[src/rtl/add32_seq.sv]
// -----------------------------------------------------------------------------
// add32_seq -- 32-bit add/subtract unit built around one 16-bit carry-lookahead
// adder cell that is time-shared across the low and high halves of the word.
//
// One operation takes four cycles: IDLE (accept) -> LO -> HI -> DONE.
//
// Ports:
//   clk     in   1   single clock, rising edge
//   clr_n   in   1   asynchronous active-low reset
//   start   in   1   request an operation (sampled only in IDLE)
//   sub     in   1   0 = a + b, 1 = a - b (sampled with start)
//   a       in  32   operand A (sampled with start)
//   b       in  32   operand B (sampled with start)
//   ready   out  1   high only in IDLE
//   done    out  1   one-cycle pulse while the result is valid
//   result  out 32   registered sum / difference
//   c_out   out  1   carry out of bit 31 (for sub: 1 = no borrow)
//   ovf     out  1   two's-complement signed overflow
//   zero    out  1   result == 0
// -----------------------------------------------------------------------------

// 16-bit carry-lookahead adder cell: four 4-bit groups with in-group lookahead
// and a second lookahead level across the group generate/propagate terms.
module cla16 (
    input  logic [15:0] a,
    input  logic [15:0] b,
    input  logic        c_in,
    output logic [15:0] sum,
    output logic        c_out
);
    logic [15:0] p;
    logic [15:0] g;
    logic [15:0] c;
    logic [3:0]  gg;
    logic [3:0]  gp;
    logic [4:0]  gc;

    // NOTE: every variable written in an always_comb gets a value on every
    // path (here by being computed unconditionally); a path that leaves one
    // unassigned would infer a latch.
    always_comb begin
        p = a ^ b;
        g = a & b;

        for (int k = 0; k < 4; k++) begin
            gp[k] = &p[4*k +: 4];
            gg[k] = g[4*k+3]
                  | (p[4*k+3] & g[4*k+2])
                  | (p[4*k+3] & p[4*k+2] & g[4*k+1])
                  | (p[4*k+3] & p[4*k+2] & p[4*k+1] & g[4*k]);
        end

        // Group-level lookahead: each group carry-in is a flat function of c_in.
        gc[0] = c_in;
        gc[1] = gg[0] | (gp[0] & c_in);
        gc[2] = gg[1] | (gp[1] & gg[0]) | (gp[1] & gp[0] & c_in);
        gc[3] = gg[2] | (gp[2] & gg[1]) | (gp[2] & gp[1] & gg[0])
              | (gp[2] & gp[1] & gp[0] & c_in);
        gc[4] = gg[3] | (gp[3] & gg[2]) | (gp[3] & gp[2] & gg[1])
              | (gp[3] & gp[2] & gp[1] & gg[0])
              | (gp[3] & gp[2] & gp[1] & gp[0] & c_in);

        // In-group lookahead from each group's carry-in.
        for (int k = 0; k < 4; k++) begin
            c[4*k]   = gc[k];
            c[4*k+1] = g[4*k] | (p[4*k] & gc[k]);
            c[4*k+2] = g[4*k+1] | (p[4*k+1] & g[4*k]) | (p[4*k+1] & p[4*k] & gc[k]);
            c[4*k+3] = g[4*k+2] | (p[4*k+2] & g[4*k+1])
                     | (p[4*k+2] & p[4*k+1] & g[4*k])
                     | (p[4*k+2] & p[4*k+1] & p[4*k] & gc[k]);
        end

        sum   = p ^ c;
        c_out = gc[4];
    end
endmodule

module add32_seq (
    input  logic        clk,
    input  logic        clr_n,
    input  logic        start,
    input  logic        sub,
    input  logic [31:0] a,
    input  logic [31:0] b,
    output logic        ready,
    output logic        done,
    output logic [31:0] result,
    output logic        c_out,
    output logic        ovf,
    output logic        zero
);
    typedef enum logic [1:0] {
        IDLE = 2'd0,
        LO   = 2'd1,
        HI   = 2'd2,
        DONE = 2'd3
    } state_t;

    state_t      state;
    state_t      state_next;

    logic [31:0] op_a;      // latched operand A
    logic [31:0] op_b;      // latched operand B, already inverted for subtract
    logic        op_sub;    // latched sub, used as the low-half carry-in
    logic        carry;     // carry from the low half into the high half

    logic [15:0] add_a;
    logic [15:0] add_b;
    logic        add_cin;
    logic [15:0] add_sum;
    logic        add_cout;

    // ---------------- state register ----------------
    // NOTE: sequential state uses non-blocking (<=) assignments so every flop
    // samples pre-edge values regardless of statement order.
    always_ff @(posedge clk or negedge clr_n) begin
        if (!clr_n) state <= IDLE;
        else        state <= state_next;
    end

    // ---------------- next state ----------------
    always_comb begin
        state_next = state;
        case (state)
            IDLE:    if (start) state_next = LO;
            LO:      state_next = HI;
            HI:      state_next = DONE;
            DONE:    state_next = IDLE;
            default: state_next = IDLE;
        endcase
    end

    assign ready = (state == IDLE);
    assign done  = (state == DONE);

    // ---------------- shared adder ----------------
    // The low half is only added in LO; every other state presents the high
    // half, which is what HI consumes. The carry-in for the low half is the
    // latched sub bit, so no carry from a previous operation can leak in.
    always_comb begin
        add_a   = op_a[31:16];
        add_b   = op_b[31:16];
        add_cin = carry;
        if (state == LO) begin
            add_a   = op_a[15:0];
            add_b   = op_b[15:0];
            add_cin = op_sub;
        end
    end

    cla16 u_cla16 (
        .a     (add_a),
        .b     (add_b),
        .c_in  (add_cin),
        .sum   (add_sum),
        .c_out (add_cout)
    );

    // ---------------- datapath registers ----------------
    // NOTE: the operand and carry registers are reset along with the outputs
    // so an aborted operation leaves no stale data behind; they are a handful
    // of flops, not a memory array, so the reset costs nothing meaningful.
    always_ff @(posedge clk or negedge clr_n) begin
        if (!clr_n) begin
            op_a   <= '0;
            op_b   <= '0;
            op_sub <= 1'b0;
            carry  <= 1'b0;
            result <= '0;
            c_out  <= 1'b0;
            ovf    <= 1'b0;
            zero   <= 1'b0;
        end else begin
            case (state)
                IDLE: begin
                    if (start) begin
                        op_a   <= a;
                        op_b   <= sub ? ~b : b;
                        op_sub <= sub;
                    end
                end
                LO: begin
                    result[15:0] <= add_sum;
                    carry        <= add_cout;
                end
                HI: begin
                    result[31:16] <= add_sum;
                    c_out         <= add_cout;
                    ovf           <= (op_a[31] == op_b[31]) && (add_sum[15] != op_a[31]);
                    zero          <= (add_sum == 16'h0000) && (result[15:0] == 16'h0000);
                end
                default: ;
            endcase
        end
    end
endmodule

[config.mk]
export PLATFORM = sky130hd
export DESIGN_NAME = add32_seq
export DESIGN_NICKNAME = d
export VERILOG_FILES = /design/src/rtl/add32_seq.sv
export SDC_FILE = /design/constraint.sdc
export NUM_CORES = 1
export LEC_CHECK = 0
export CORE_MARGIN = 1.5
export CORE_UTILIZATION = 52
export DETAILED_ROUTE_END_ITERATION = 8
export PLACE_DENSITY = 0.8
export SYNTH_ARGS = -nofsm -noshare
export SYNTH_HDL_FRONTEND = slang
export SYNTH_SLANG_ARGS = --single-unit
[constraint.sdc]
create_clock -name clk -period 6.5 [get_ports clk]
set_input_delay 0.975 -clock clk [delete_from_list [all_inputs] [get_ports clk]]
set_output_delay 0.975 -clock clk [all_outputs]
set_load 0.03 [all_outputs]
==> results of run 1 <==
worst max-delay path by stage:
| stage | startpoint | endpoint | cells past startpoint |
|---|---|---|---|
| 4_1_cts | state[1] | zero | 17 |
| 3_5_place_dp | state[1] | zero | 17 |
| 5_1_grt | state[1] | zero | 17 |
| 2_1_floorplan | state[1] | zero | 18 |
| 3_3_place_gp | state[1] | zero | 16 |
| 6_report | state[1] | zero | 17 |
state kept, by name, indices dropped and copies added (netlist names):
signal  count
carry       1
c_out       1
op_sub      1
op_a       32
op_b       32
ovf         1
result     32
zero        1
state       2
cells in the final DEF (no fill, tap or decap), types with 2 or more instances in the layout:
cell type and count:
dfrtp_1 103, clkdlybuf4s50_1 102, mux2_2 86, nand2_1 43
o21ai_0 41, xnor2_1 41, nor2_1 21, a21oi_1 20
ha_1 19, inv_1 14, clkbuf_8 9, mux2i_1 5
buf_4 5, nor4_1 4, fa_1 4, nor3_1 3
nand4_1 2, o21a_1 2, a21o_1 2, nand2b_1 2
a31oi_1 2, clkinv_4 2
logic make-up after synthesis:
family	Yosys count
flops	103
mux	92
buf+inv	37
xor+xnor	42
fa+ha+maj	24
compound gates	75
simple gates	84
routing by layer:
layer / share of wire, % / vias up
li1: - / 1777
met1: 45 / 1757
met2: 48 / 116
met3: 5.0 / 15
met4: 1.6 / 0
met5: 0 / -
per-stage QoR:
stage / worst slack [ps] / hold slack, ps / instance area (um2)
detailed placement: 1189 / 466.8 / 6434
global route: 570.5 / 500.4 / 6621
global placement: 1529 / 455.3 / 6434
floorplan: 1876 / 444.4 / 5293
finish: 1060 / 477.8 / 6621
CTS: 1118 / 485.6 / 6621
worst max-delay path: stages (launching register included):
cell	delay, ps
dfrtp_1	420
inv_1	110
ha_2	630
buf_4	470
mux2_2	380
ha_1	230
a21oi_1	180
o21ai_0	150
a21oi_2	260
inv_1	130
fa_1	550
nor4_1	320
nand4_1	130
nor4_1	210
nand3b_1	120
nor4b_1	350
or4b_1	480
o31ai_2	190
cell type report:
class	count	area (um2)
flip-flops and latches	103	2577
clock inverters	5	60.06
inverters	14	52.55
repair buffers	108	1064
clock buffers	10	127.6
multi-input cells	317	2574
fillers	781	3198
well taps	133	166.4
==> out/results.ini, run 1 <==
[run_status]
status = finished, final reports clean

[grt]
gr-usage-met2_pct = 35.86
gr-total-overflow = 0
met1_usage_pct = 27.98
grt_max_degree = 86
antenna_found_initial = 0
grt_usage_pct = 21.39
top_usage_layer = met2
grt_pass1_vias = 3757
grt_first_pass_wirelength_mm = 18.31
gr-usage-met3_pct = 3.822

[synth]
syn_area_per_cell_um2 = 11.58
synth_most_common_cell = dfrtp_1
synth_async_sr_flop_share_pct = 100.0
yosys.area_share.simple_pct = 7.045
synth_warnings = 0
synthMuxAreaShare_pct = 19.67
yosysUniqueCellTypes = 39
netlist_area_um2 = 5293
synth_ff_type = dfrtp_1
synthCells = 457
synthesis.nets = 549
yosysTopAreaCellShare_pct = 48.70
yosysTopAreaCell = dfrtp_1
synth-seq-cells = 103
yosysSeqAreaShare_pct = 48.70
synth-edff-count = 0
synth_fa_ha_area_share_pct = 6.241
synthXorXnorAreaFrac_pct = 6.950
synth_top_family_by_area = multiplexers
synth_compound_area_share_pct = 8.629
ys_top_cells_by_count = 103 x dfrtp_1, 86 x mux2_2, 44 x nand2_1
yosys-top-cells-area = dfrtp_1 49%, mux2_2 18%, xnor2_1 6.8%

[floorplanning]
fp.dieW_um = 103.9
pin_count = 105
die_y_um = 103.9
start_util_pct = 53.90
dieArea_um2 = 10790
core-area_um2 = 9819
rows = 36

[critical_path]
cp_data_required_time_ps = 6770
reg2reg_from = state[1]
cp-end-kind = register
cp-start-kind = register
worstPathArrival_ps = 5710
worst-setup-path-type = reg -> reg
r2r-end = zero
ff2ff_setup_slack_ps = 1060
ff2ff_path_depth = 17
worst-path-max-fanout = 28

[clocking]
cts_setup_buffers = 0
cts_buffer_depth = 2
cts_tree = built
cts_made_buffers = 9
htreeDepth = 3
cts.sink_count = 103
ctsHoldBuffers = 0
clk_pin_slew_ps = 100
cts-root-buf = clkbuf_8
clock_latency_ps = 360
cts_resized = 0

[detailed_routing]
wire_per_inst_um = 16.21
drt-total-wl_mm = 11.19
antenna_left = 0
firstDrtPassIters = 5
drt_first_iter_violations = 120
drc = 0
vias_per_cell = 5.312
num_vias = 3665

[min_path]
hold_start = op_b[21]
min_delay_path_depth = 2
hold_class = reg -> reg
hold_path_end = op_b[21]

[placement]
place_hpwl_mm = 8.561
gp_congestion = 0.8788
dp.cells = 675
numPortBuffers = 104

[sta]
fin_setup_tns_ps = 0
finalCritPeriodShare_pct = 83.69
worst-slew-pin-transition_ps = 857.5
hold_viol_final = 0
setup_viol = 0
fmax_ghz = 0.1838
timing.slew.headroom_pct = 42.83
finClkSkew_ps = 14.49
slew_violations = 0
rsz0062_at_grt = false
layout_min_cycle_time_ps = 5440

[final_layout]
final_cells = 690
nNetsFinal = 645
syn2layout_area_growth_pct = 25.11
antennaDiodeCount = 0
fin_util_pct = 67.43
drive_gt1_share_pct = 20.47

[job]
cap_viol_max_count = 0

Power of run 1 is not shown: default switching activity piles up to over one toggle a cycle in this logic, so the estimate is an artifact.
==> inputs of run 2 (changes only) <==
==> constraint.sdc (replaced) <==
create_clock -name clk -period 5.6 [get_ports clk]
set_input_delay 0.84 -clock clk [delete_from_list [all_inputs] [get_ports clk]]
set_output_delay 0.84 -clock clk [all_outputs]
set_load 0.03 [all_outputs]
==> run 2 against run 1 <==
  * Sequential share of layout area fell by 0.19 points
  * Final area rose by 0.49%
  * Cell count increased by 0.14%
  * Critical endpoint unchanged
  * Flip-flop and latch count did not move
==> out/results.ini, run 2 (same netlist as run 1, synthesis figures left out) <==
[detailed_routing]
firstDrtPassIters = 4
wire_per_inst_um = 15.91
num_vias = 3615
drt_first_iter_violations = 155
drt-total-wl_mm = 10.99
vias_per_cell = 5.232
antenna_left = 0
drc = 0

[floorplanning]
rows = 36
start_util_pct = 53.90
core-area_um2 = 9819
pin_count = 105
dieArea_um2 = 10790
fp.dieW_um = 103.9
die_y_um = 103.9

[critical_path]
r2r-end = zero
ff2ff_path_depth = 17
worst-setup-path-type = reg -> reg
worstPathArrival_ps = 5320
cpPeakStageDelay_ps = 530
startpoint = state[1]
cp_slowest_cell = fa_1
worst-path-max-fanout = 29
worstSetupEndpoint = zero
cp-end-kind = register
cp_num_cells = 17
ff2ff_setup_slack_ps = 550
cp_data_required_time_ps = 5870
crit_chain = inv_1 -> ha_2 -> buf_4 -> mux2_2 -> ha_1 -> a21oi_1 -> o21ai_0 -> a21oi_2 -> inv_1 -> fa_1 -> nor4_1 -> nand4_1 -> nor4_1 -> nand3b_1 -> nor4b_1 -> or4b_1 -> o31ai_2
reg2reg_from = state[1]
path_delay_family = simple AND/OR/NAND/NOR gates
critical_path_buf_inv_count = 3
cp-start-kind = register

[grt]
top_usage_layer = met2
grt_pass1_vias = 3663
gr-usage-met3_pct = 3.070
antenna_found_initial = 0
met1_usage_pct = 29.54
grt_max_degree = 56
grt_first_pass_wirelength_mm = 18.22
grt_usage_pct = 21.18
gr-total-overflow = 0
gr-usage-met2_pct = 33.68

[clocking]
cts_setup_buffers = 0
clk_pin_slew_ps = 90
ctsHoldBuffers = 0
cts_made_buffers = 9
cts_tree = built
cts_resized = 0
cts_buffer_depth = 2
cts-root-buf = clkbuf_8
htreeDepth = 3
cts.sink_count = 103
clock_latency_ps = 350

[sta]
timing.slew.headroom_pct = 38.25
hold_viol_final = 0
finalCritPeriodShare_pct = 90.21
fin_setup_tns_ps = 0
slew_violations = 0
layout_min_cycle_time_ps = 5052
setup_viol = 0
worst-slew-pin-transition_ps = 922.9
finClkSkew_ps = 7.204
rsz0062_at_grt = false
fmax_ghz = 0.1980

[final_layout]
final_cell_mix = 103 x dfrtp_1, 102 x clkdlybuf4s50_1, 86 x mux2_2
syn2layout_area_growth_pct = 25.72
layout_commonest_cell = dfrtp_1
top_regs = op_a x32, op_b x32, result x32
drive_gt1_share_pct = 20.43
nNetsFinal = 646
antennaDiodeCount = 0
final_cells = 691

[placement]
dp.cells = 676
place_hpwl_mm = 8.288
numPortBuffers = 104
gp_congestion = 0.8366

[job]
cap_viol_max_count = 0

[min_path]
hold_class = reg -> reg

[run_status]
status = finished, final reports clean

[run 2: changes by cell type in the layout (fill, tap and decap cells not counted), sizes merged]
cell	change
bufinv	+1
buf	+1
clkbuf	+2
clkinv	-3
[run 2: metal layers]
metal,share of wire [%],routed length (um)
met3,4.6,505
met2,46,5084
met1,47,5187
met4,1.9,213
met5,0,0
[run 2: area by class of cell]
| type | instances | area [um2] |
|---|---|---|
| Tap cell | 133 | 166.4 |
| Sequential cell | 103 | 2577 |
| Fill cell | 774 | 3166 |
| Multi-Input combinational cell | 317 | 2574 |
| Inverter | 14 | 52.55 |
| Clock buffer | 12 | 145.1 |
| Timing Repair Buffer | 109 | 1071 |
| Clock inverter | 3 | 67.56 |
[run 2: how the worst min path moves through the flow]
stage	endpoint	startpoint	depth (start not counted)
6_report	op_b[30]	op_b[30]	2
2_1_floorplan	op_b[0]	op_b[0]	2
5_1_grt	op_b[30]	op_b[30]	2
3_3_place_gp	op_b[4]	op_b[4]	2
4_1_cts	op_b[30]	op_b[30]	2
3_5_place_dp	op_b[30]	op_b[30]	2
[run 2: worst register-to-register path, stage by stage, from the launching register on]
cell and delay, ps:
dfrtp_1 410, inv_1 110, ha_2 410, buf_4 440, mux2_2 390, ha_1 340
a21oi_1 170, o21ai_0 140, a21oi_2 240, inv_1 110, fa_1 530, nor4_1 290
nand4_1 130, nor4_1 210, nand3b_1 110, nor4b_1 290, or4b_1 480, o31ai_2 180
[run 2: per-stage QoR]
step	worst slack, ps	util [%]	cell area (um2)	hold WS [ps]
3_3_place_gp	831.9	65.60	6441	457.9
6_report	548.2	67.76	6654	484.4
3_5_place_dp	580.4	65.60	6441	468.7
2_1_floorplan	975.9	-	5293	444.4
5_1_grt	115.9	67.76	6654	509.4
4_1_cts	536.9	67.76	6654	490.5
Power of run 2 is left out for the same reason.
==> inputs of run 3 (changes only) <==
--- a/config.mk
+++ b/config.mk
@@ -6,9 +6,10 @@
 export NUM_CORES = 1
 export LEC_CHECK = 0
 export CORE_MARGIN = 1.5
-export CORE_UTILIZATION = 52
+export CORE_UTILIZATION = 55
 export DETAILED_ROUTE_END_ITERATION = 8
-export PLACE_DENSITY = 0.8
+export DONT_BUFFER_PORTS = 1
+export PLACE_DENSITY = 0.7
 export SYNTH_ARGS = -nofsm -noshare
 export SYNTH_HDL_FRONTEND = slang
 export SYNTH_SLANG_ARGS = --single-unit
==> run 3 against run 2 <==
  * Routed wire length down 6.9%
  * Die area down 5.3%
  * Global-route usage down 0.13 points
  * Core utilization down 7.0 points
  * Register-to-register slack about the same
  * Cell count down 16%
  * Via count down 11%
  * Flip-flop and latch count unchanged
  * Clock-buffer cell count down 2
  * Clock skew up 2.3 ps
  * First-iteration DRC count down 26%
==> out/results.ini, run 3 (same netlist as run 1, synthesis figures left out) <==
[detailed_routing]
num_vias = 3233
antenna_left = 0
firstDrtPassIters = 4
vias_per_cell = 5.565
drt-total-wl_mm = 10.23
drt_first_iter_violations = 115
drc = 0
wire_per_inst_um = 17.61

[critical_path]
reg2reg_from = state[1]
worst-setup-path-type = reg -> reg
crit_chain = inv_1 -> ha_2 -> buf_4 -> mux2_2 -> ha_1 -> a21oi_1 -> o21ai_0 -> a21oi_2 -> inv_1 -> fa_1 -> nor4_1 -> nand4_1 -> nor4_1 -> nand3b_1 -> nor4b_1 -> or4b_1 -> o31ai_2
cp_data_required_time_ps = 5880
cp-end-kind = register
worstPathArrival_ps = 5350
worst-path-max-fanout = 26
cp_slowest_cell = fa_1
cp-start-kind = register
cpPeakStageDelay_ps = 530
critical_path_buf_inv_count = 3
path_delay_family = simple AND/OR/NAND/NOR gates
startpoint = state[1]

[clocking]
cts_setup_buffers = 0
cts_tree = built
cts-root-buf = clkbuf_8
cts_made_buffers = 9
cts_buffer_depth = 2
clk_pin_slew_ps = 100
htreeDepth = 3
cts.sink_count = 103
clock_latency_ps = 370
ctsHoldBuffers = 0
cts_resized = 0

[grt]
grt_pass1_vias = 3221
antenna_found_initial = 0
grt_max_degree = 104
grt_first_pass_wirelength_mm = 16.50
gr-total-overflow = 0
grt_usage_pct = 21.05

[final_layout]
top_regs = op_a x32, op_b x32, result x32
syn2layout_area_growth_pct = 6.501
antennaDiodeCount = 0
final_cell_mix = 103 x dfrtp_1, 86 x mux2_2, 43 x nand2_1
layout_commonest_cell = dfrtp_1
drive_gt1_share_pct = 24.78
nNetsFinal = 540

[sta]
rsz0062_at_grt = false
finClkSkew_ps = 9.487
fin_setup_tns_ps = 0
hold_viol_final = 0
finalCritPeriodShare_pct = 90.42
layout_min_cycle_time_ps = 5064
fmax_ghz = 0.1975
setup_viol = 0
timing.slew.headroom_pct = 35.64
setup_ws_ps = 536.4
worst-slew-pin-transition_ps = 965.4
slew_violations = 0

[floorplanning]
pin_count = 105
fp.dieW_um = 101.1
rows = 35
start_util_pct = 57.01
die_y_um = 101.1
dieArea_um2 = 10220
core-area_um2 = 9284

[run_status]
status = finished, final reports clean

[placement]
numPortBuffers = 0
gp_congestion = 0.8714
place_ws_ps = 548.0
place_hpwl_mm = 7.482

[job]
cap_viol_max_count = 0

[min_path]
hold_class = in -> async

-- run 3: area by class of cell --
class	instances	area [um2]
Tap cell	129	161.4
Clock inverter	5	106.4
Fill cell	795	3647
Multi-Input combinational cell	317	2579
Sequential cell	103	2577
Timing Repair Buffer	3	22.52
Inverter	14	52.55
Clock buffer	10	137.6
-- run 3: stage by stage --
stage          utilization, %  cell area (um2)  std cells  hold WS [ps]
2_1_floorplan               -             5293        457         444.4
3_3_place_gp            58.09             5393        566         455.2
3_5_place_dp            58.09             5393        566         465.7
4_1_cts                 60.71             5637        581         145.0
5_1_grt                 60.71             5637        581         130.9
6_report                60.71             5637        581         159.6
-- run 3: worst register-to-register path: cells and delay by family (launching register included) --
| family | cells | cell delay, ps |
|---|---|---|
| buffers and inverters | 3 | 650 |
| muxes | 1 | 390 |
| and+or+nand+nor | 6 | 1520 |
| AOI/OAI and AO/OA | 4 | 670 |
| DFF | 1 | 410 |
| adders and majority gates | 3 | 1360 |
-- run 3: layer usage --
metal | up-vias | routed length [um] | GRT usage [%]
met5 | - | 0 | 0
met4 | 0 | 133 | 7.051
met3 | 11 | 686 | 4.785
met2 | 109 | 4437 | 30.61
met1 | 1550 | 4975 | 31.08
li1 | 1563 | - | -
-- run 3: worst paths after layout --
check | slack (ps) | depth (start not counted) | endpoint
setup / recovery | 540 | 17 | zero
hold / removal | 160 | 0 | result[13]
setup reg to reg | 540 | 17 | zero
hold reg to reg | 480 | 2 | op_b[16]
max in group asynchronous | 5290 | 0 | op_a[10]
min in group clk | 480 | 2 | op_b[16]
Power of run 3 is left out for the same reason.
